--- src/rtl/gf180mcu_ocd_io__pwr_seq.sv ---
// Purpose: ordered power-up / reverse power-down sequencer for the pad-ring supply rails, with debounced power-good and all-off fault.
// Latency: pg_raw edge reaches pg_deb after 2+DEB cycles; each rail step waits ramp_dly+1 cycles, then for power-good.
// Backpressure: none; pwr_req is a level request, and a drop is honoured at the next edge outside FAULT.
module gf180mcu_ocd_io__pwr_seq #(
   parameter int NCH   = 4,
   parameter int CNT_W = 8,
   parameter int DEB   = 3,
   parameter int TMO   = 255
) (
   input  logic                    clk,
   input  logic                    rst,
   input  logic                    pwr_req,
   input  logic [CNT_W-1:0]        ramp_dly,
   input  logic [NCH-1:0]          pg_raw,
   output logic [NCH-1:0]          en,
   output logic                    pg_ok,
   output logic                    busy,
   output logic                    fault,
   output logic [$clog2(NCH)-1:0]  fault_ch
);

   localparam int IDX_W = $clog2(NCH);
   localparam int DW    = $clog2(DEB + 1);

   typedef enum logic [2:0] {
      S_OFF    = 3'd0,
      S_UP_DLY = 3'd1,
      S_UP_CHK = 3'd2,
      S_ON     = 3'd3,
      S_DN_DLY = 3'd4,
      S_FLT    = 3'd5
   } state_t;

   state_t             state, state_nxt;
   logic [IDX_W-1:0]   idx, idx_nxt;
   logic [CNT_W-1:0]   cnt, cnt_nxt;
   logic [CNT_W-1:0]   tmo, tmo_nxt;
   logic [NCH-1:0]     en_nxt;
   logic [IDX_W-1:0]   fch_nxt;
   logic [IDX_W-1:0]   low_bad;
   logic               tmo_hit;

   logic [NCH-1:0]     sync1, sync2, pg_deb;
   logic [DW-1:0]      dcnt [NCH];

   // Two-flop synchroniser, then a per-rail debouncer that flips pg_deb only after DEB equal samples of the new value
   always_ff @(posedge clk) begin
      if (rst) begin
         sync1  <= '0;
         sync2  <= '0;
         pg_deb <= '0;
         for (int i = 0; i < NCH; i++) dcnt[i] <= '0;
      end else begin
         sync1 <= pg_raw;
         sync2 <= sync1;
         for (int i = 0; i < NCH; i++) begin
            if (sync2[i] == pg_deb[i]) begin
               dcnt[i] <= '0;
            end else if (dcnt[i] == DW'(DEB - 1)) begin
               pg_deb[i] <= sync2[i];
               dcnt[i]   <= '0;
            end else begin
               dcnt[i] <= dcnt[i] + 1'b1;
            end
         end
      end
   end

   // Lowest rail whose debounced power-good has dropped, reported as the fault channel
   always_comb begin
      low_bad = '0;
      for (int i = NCH - 1; i >= 0; i--) begin
         if (!pg_deb[i]) low_bad = IDX_W'(i);
      end
   end

   // Timeout fires on the TMO-th UP_CHK cycle without power-good
   assign tmo_hit = (tmo == CNT_W'(TMO - 1));

   // State register: FSM state, channel pointer, counters, registered enables and fault channel
   always_ff @(posedge clk) begin
      if (rst) begin
         state    <= S_OFF;
         idx      <= '0;
         cnt      <= '0;
         tmo      <= '0;
         en       <= '0;
         fault_ch <= '0;
      end else begin
         state    <= state_nxt;
         idx      <= idx_nxt;
         cnt      <= cnt_nxt;
         tmo      <= tmo_nxt;
         en       <= en_nxt;
         fault_ch <= fch_nxt;
      end
   end

   // Next-state logic; fault checks win over a dropped request, which wins over advancing
   always_comb begin
      state_nxt = state;
      idx_nxt   = idx;
      cnt_nxt   = cnt;
      tmo_nxt   = tmo;
      en_nxt    = en;
      fch_nxt   = fault_ch;
      case (state)
         S_OFF: begin
            en_nxt = '0;
            if (pwr_req) begin
               state_nxt = S_UP_DLY;
               idx_nxt   = '0;
               en_nxt    = NCH'(1);
               cnt_nxt   = ramp_dly;
            end
         end
         S_UP_DLY: begin
            if (!pwr_req) begin
               state_nxt   = S_DN_DLY;
               en_nxt[idx] = 1'b0;
               cnt_nxt     = ramp_dly;
            end else if (cnt == '0) begin
               state_nxt = S_UP_CHK;
               tmo_nxt   = '0;
            end else begin
               cnt_nxt = cnt - 1'b1;
            end
         end
         S_UP_CHK: begin
            if (!pg_deb[idx] && tmo_hit) begin
               state_nxt = S_FLT;
               en_nxt    = '0;
               fch_nxt   = idx;
            end else if (!pwr_req) begin
               state_nxt   = S_DN_DLY;
               en_nxt[idx] = 1'b0;
               cnt_nxt     = ramp_dly;
            end else if (pg_deb[idx]) begin
               if (idx == IDX_W'(NCH - 1)) begin
                  state_nxt = S_ON;
               end else begin
                  state_nxt       = S_UP_DLY;
                  idx_nxt         = idx + 1'b1;
                  en_nxt[idx_nxt] = 1'b1;
                  cnt_nxt         = ramp_dly;
               end
            end else begin
               tmo_nxt = (tmo == '1) ? tmo : tmo + 1'b1;
            end
         end
         S_ON: begin
            if (!(&pg_deb)) begin
               state_nxt = S_FLT;
               en_nxt    = '0;
               fch_nxt   = low_bad;
            end else if (!pwr_req) begin
               state_nxt       = S_DN_DLY;
               idx_nxt         = IDX_W'(NCH - 1);
               en_nxt[NCH-1]   = 1'b0;
               cnt_nxt         = ramp_dly;
            end
         end
         S_DN_DLY: begin
            if (cnt == '0) begin
               if (idx == '0) begin
                  state_nxt = S_OFF;
               end else begin
                  idx_nxt         = idx - 1'b1;
                  en_nxt[idx_nxt] = 1'b0;
                  cnt_nxt         = ramp_dly;
               end
            end else begin
               cnt_nxt = cnt - 1'b1;
            end
         end
         S_FLT: begin
            en_nxt = '0;
            if (!pwr_req) begin
               state_nxt = S_OFF;
               fch_nxt   = '0;
            end
         end
         default: begin
            state_nxt = S_OFF;
            en_nxt    = '0;
         end
      endcase
   end

   // Status outputs decoded from the registered state
   always_comb begin
      pg_ok = (state == S_ON);
      busy  = (state == S_UP_DLY) || (state == S_UP_CHK) || (state == S_DN_DLY);
      fault = (state == S_FLT);
   end

endmodule

--- config.mk ---
export PLATFORM = sky130hd
export DESIGN_NAME = gf180mcu_ocd_io__pwr_seq
export DESIGN_NICKNAME = d
export VERILOG_FILES = /design/src/rtl/gf180mcu_ocd_io__pwr_seq.sv
export SDC_FILE = /design/constraint.sdc
export NUM_CORES = 1
export LEC_CHECK = 0
export BUFFER_PORTS_ARGS = -buffer_cell sky130_fd_sc_hd__buf_2
export CAP_MARGIN = 20
export CELL_PAD_IN_SITES_DETAIL_PLACEMENT = 1
export CELL_PAD_IN_SITES_GLOBAL_PLACEMENT = 2
export CORE_UTILIZATION = 39
export CTS_CLUSTER_DIAMETER = 100
export DETAILED_ROUTE_END_ITERATION = 12
export PLACE_DENSITY = 0.94
export SLEW_MARGIN = 20
export SYNTH_ARGS = -nofsm -noshare
export SYNTH_HDL_FRONTEND = slang
export SYNTH_SLANG_ARGS = --single-unit
--- constraint.sdc ---
create_clock -name clk -period 5.15 [get_ports clk]
set_clock_uncertainty 0.2 [all_clocks]
set_input_delay 0.2575 -clock clk [delete_from_list [all_inputs] [get_ports clk]]
set_output_delay 0.2575 -clock clk [all_outputs]
set_load 0.01 [all_outputs]
# [Word level (Yosys, flattened, before mapping)]
# Memories as Yosys holds them, arrays and structs flattened.
# Index checks and enable logic that the tools add are counted.
[totals] memories=1 mem_bits_rw=8 input_bits=15 regBits=39
[memory_table] name="dcnt" words=4 word_bits=2 rd=4 rd_clocked_by_memory_dff=0 write_ports=4 line_no="44" source="logic [DW-1:0] dcnt [NCH];"
[classes] n_reduce_logical=26 n_addsub=8 order_cmp=6 n_eq_ne=42 bitwise=21 muxes=128
[ops] cell="two-way mux 8 bit" n=17
[ops] cell="two-way mux 2 bit" n=29
[ops] cell="two-way mux 1 bit" n=53
[ops] cell="case mux 8 bit (5 select lines)" n=1
[ops] cell="two-way mux 3 bit" n=12
[ops] cell="!= test 2 bit (second input constant)" n=17
[ops] cell="two-way mux 4 bit" n=7
[ops] cell="case mux 4 bit (5 select lines)" n=1
[ops] cell="!= test 3 bit (second input constant)" n=6
[ops] cell="case mux 3 bit (6 select lines)" n=1
[ops] cell="== test 8 bit (second input constant)" n=2
[ops] cell="case mux 8 bit (2 select lines)" n=1
[ops] cell="AND reduction 7 bit" n=2
[ops] cell="OR 1 bit" n=12
[ops] cell="AND reduction 6 bit" n=2
[ops] cell="adder 2 x 1 -> 2 bit (second input constant)" n=5
[ops] cell="== test 2 bit (second input constant)" n=5
[ops] cell="AND reduction 10 bit" n=1
[ops] cell="less-than comparator 2 x 3 -> 1 bit (second input constant)" n=3
[ops] cell="AND reduction 9 bit" n=1
[ops] cell="adder 8 x 1 -> 8 bit (second input constant)" n=1
[ops] cell="AND 4 bit" n=2
[ops] cell="zero test 8 bit" n=1
[ops] cell="!= test 4 bit (second input constant)" n=2
[ops] cell="other kinds (26)" n=47

# [Logic depth before layout (Yosys ltp)]
[depth] depth_word=11 ltp_mapped=8 ltp_nobuf=7

# [Worst setup path after synthesis]
# Ideal clock, no wire load.
[synth_path] path_type="register to register" startpoint="reg cnt[0]" endpoint="reg en[0]" path_slack_ns=2.722 setup_time_ns=0.122 synth_period_minus_slack_ns=2.428 path_buffers=1 t_arrival_ns=2.107 stages_incl_launch_ff=9 cell_sequence="dfxtp_1 -> inv_1 -> ha_1 -> or3b_1 -> clkbuf_1 -> o31ai_4 -> o211ai_2 -> or2_1 -> o311a_1"
[synth_between] elab_chain_cells=3
[synth_lines] element="start, declared" line_no="36" source="logic [CNT_W-1:0] cnt, cnt_nxt;"
[synth_lines] element="start signal, assigned" line_no="92" source="cnt <= cnt_nxt;"
[synth_lines] element="zero test 8 bit" line_no="164" source="if (cnt == '0) begin"
[synth_lines] element="!= test 2 bit (no source line)"
[synth_lines] element="AND reduction 6 bit (no source line)"
[synth_lines] element="end signal, assigned" line_no="94" source="en <= en_nxt;"
[synth_lines] element="end, declared" line_no="15" source="output logic [NCH-1:0] en,"
# Every way passes these cells.
# A chain may end at the register's enable or synchronous reset.

# [Final worst setup path]
[layout_path] startpoint="reg state[1]" endpoint="reg tmo[6]"
[layout_between] elab_chain_cells=3 elab_cells_between_ends=11
[layout_lines] element="start, declared" line_no="34" source="state_t state, state_nxt;"
[layout_lines] element="start signal, assigned" line_no="90" source="state <= state_nxt;"
[layout_lines] element="== test 3 x 2 -> 1 bit or == test 3 x 1 -> 1 bit (tied branches)" line_no="107" source="case (state)"
[layout_lines] element="!= test 2 bit (no source line) or nonzero test 2 bit (tied branches)"
[layout_lines] element="AND reduction 7 bit (no source line)"
[layout_lines] element="end signal, assigned" line_no="93" source="tmo <= tmo_nxt;"
[layout_lines] element="end, declared" line_no="37" source="logic [CNT_W-1:0] tmo, tmo_nxt;"
# Several ways; a longest one is shown, not always the timed one.

==> out/summary.md <==
## Logic synthesis
• **sequential share of the synthesized area** 33.90%
• **Post-Synthesis Cells** 361
• **yosys warns** 0
• **synthesized area divided by synthesized cell count** 8.342 µm²
• **count of different cell masters after synthesis** 68
• **number of synthesized register bits** 47
• **EDFF count, synth** 8
• **primary flip-flop cell chosen by synthesis mapping** dfxtp_1
• **Post-Synthesis Cell Area** 3012 µm²
• **share of flip-flops with an asynchronous set or reset** 0%

## Floorplanning
• **die width** 89.88 µm
• **initial standard-cell utilization of the core** 40.87%
• **height of the chip** 89.88 µm
• **Total Die Area** 8078 µm²
• **# rows** 31
• **number of I/O pins** 24
• **total core area** 7370 µm²

## CTS
• **clock tree root buffer cell** clkbuf_8
• **Clk pin slew, worst setup/hold paths** 100 ps
• **number of buffers between clock root and the deepest sink** 2
• **number of sinks on the clock net** 47
• **number of buffers inserted during clock tree synthesis** 5
• **clk_lat worst skew** 310 ps
• **CTS tree** done
• **H-tree depth** 2

## Timing
• **post-route fraction of the period consumed by the critical path** 57.35%
• **Peak Freq** 0.3386 GHz
• **total of endpoints with negative setup slack in the final report** 0
• **Worst Tran Pin Value** 954.3 ps
• **unrepaired setup endpoints after global routing** no
• **Fin. Hold Viols** 0
• **Slew HR** 36.29%
• **time the worst path needs with I/O delays and setup** 2954 ps
• **final sum of negative setup slack** 0 ps
• **final count of pins violating max slew** 0
• **worst hold slack after final layout** 87.13 ps

## Power and ir drop
• **highest ir drop seen on vdd** 0.0001819 V
• **total power per unit cell area** 380.5 nW/µm²
• **total leakage power** 1.231 nW
• **Total Power** 1.267 mW

## Critical path
• **start-to-end type of the worst setup path** reg2reg
• **highest-delay cell along the critical path** dfxtp_1
• **arrival time at the worst endpoint** 2980 ps
• **highest fanout seen on the critical path** 31
• **Largest stage delay, worst path** 960 ps
• **critical path launch point type** flip-flop
• **cell-by-cell listing of the critical path** or3b_2, nor4_1, nand3_1, o31ai_1
• **CP endpoint kind** flip-flop
• **Req. time, crit path** 5180 ps

## Routing
• **number of DRC markers after the initial detailed-route iteration** 152
• **Antenna Nets Post-Route** 0
• **drt pass-1 iters** 4
• **number of DRC violations after detailed routing** 0
• **total via count after detailed routing** 2,840
• **Total Wirelength** 8.069 mm
• **via density per instance** 5.917
• **Routed wire per std cell** 16.81 µm

## Placement
• **number of placed instances, taps included** 468
• **final weighted congestion of routability-driven global placement** 0.7873
• **buffers added on ports** 23
• **Detailed Place HPWL** 5.787 mm

## Global route
• **initial antenna violation count** 0
• **GR Overflow Total** 0
• **wire length of the first global-routing pass** 13.83 mm
• **via count of the first global-routing pass** 2,830
• **maximum number of pins on one net before global-route repair** 39
• **total global routing track utilization** 20.85%

## Run status
• **status** finished clean

## Cells and area
• **share of cells above drive strength 1** 11.81%
• **Core Util, Final** 45.18%
• **most common cell after layout, fill and taps aside** dfxtp_1
• **number of diodes** 0
• **Final Non-Filler Cells** 480
• **Final Net Count** 406
• **highest-count cells in the layout ignoring fill and taps** dfxtp_1 (39), nor2_1 (29), buf_2 (23)
• **area grow syn2layout** 10.55%

## Worst hold path
• **type of the tightest min-delay check** in2reg

## Run
• **number of max-cap violations** 0

## sequential cells by signal, summed over array words and instances (netlist names)
signal / flops
cnt: 8
dcnt: 8
en: 4
fault_ch: 2
idx: 2
pg_deb: 4
state: 3
sync1: 4
sync2: 4
tmo: 8
## layout make-up
type	instances	area, µm²
multi-input combinational	276	1844
clock inverter	3	22.52
sequential	47	1021
tap	99	123.9
clock buffer	5	68.82
fill	903	4040
inverter	21	78.83
timing repair buffer	29	170.2
## synthesized netlist by cell type (9+ instances only)
| cell | number | area share (%) |
|---|---|---|
| o21ai_0 | 16 | 2.7 |
| inv_1 | 21 | 2.6 |
| nor2b_1 | 13 | 2.7 |
| clkbuf_1 | 17 | 2.1 |
| a21oi_1 | 22 | 3.7 |
| ha_1 | 11 | 4.6 |
| dfxtp_1 | 39 | 26 |
| nand3_1 | 10 | 1.7 |
| nor2_1 | 29 | 3.6 |
| nor3_1 | 9 | 1.5 |
| nand2_1 | 22 | 2.7 |
## through the flow
step                      area, µm²  setup WS (ps)
after detailed placement       3192           2214
final                          3329           2196
after global routing           3329           1899
after global placement         3192           2285
after CTS                      3323           2213
after floorplan                3038           2722
## routing by layer
metal	global-route usage [%]	part of all wire, %	vias up
met1	27.20	47	1401
li1	-	-	1385
met2	35.83	49	46
met5	0	0	-
met3	2.961	3.3	8
met4	5.914	1.2	0
## worst paths after layout
| kind | from | endpoint | slack [ps] | cells past startpoint |
|---|---|---|---|---|
| worst max-delay path | state[1] | tmo[6] | 2200 | 4 |
| worst min-delay path | ramp_dly[7] | cnt[7] | 90 | 3 |
| worst max register to register | state[1] | tmo[6] | 2200 | 4 |
| worst min register to register | sync1[0] | sync2[0] | 230 | 1 |
## power by group
part	switching [mW]	leakage, nW	total [mW]	internal, mW
registers	0.0902	0.401	0.508	0.417
clock network	0.141	0.0485	0.238	0.0976
logic	0.304	0.782	0.521	0.217
total	0.535	1.23	1.27	0.732
## cell families after synthesis
logic type      Yosys count  synth area share, %
fa+ha+maj                11                4.570
flops                    47                33.90
compound gates          111                26.42
simple gates            132                24.18
buf+inv                  45                5.941
other cells               1               0.1245
xor+xnor                  5                1.454
mux                       9                3.407
## critical path, delay by kind of cell (launching register included)
family / cells / cell delay [ps]
simple gates: 3 / 1490
flops: 1 / 960
compound gates: 1 / 220
## what timing repair did
item | in CTS | in global routing
gates resized for setup | 0 | 0
endpoints found under the hold margin | 4 | 0
hold buffers | 4 | 0
setup buffers | 0 | 0
(Power assumes the default switching activity.)
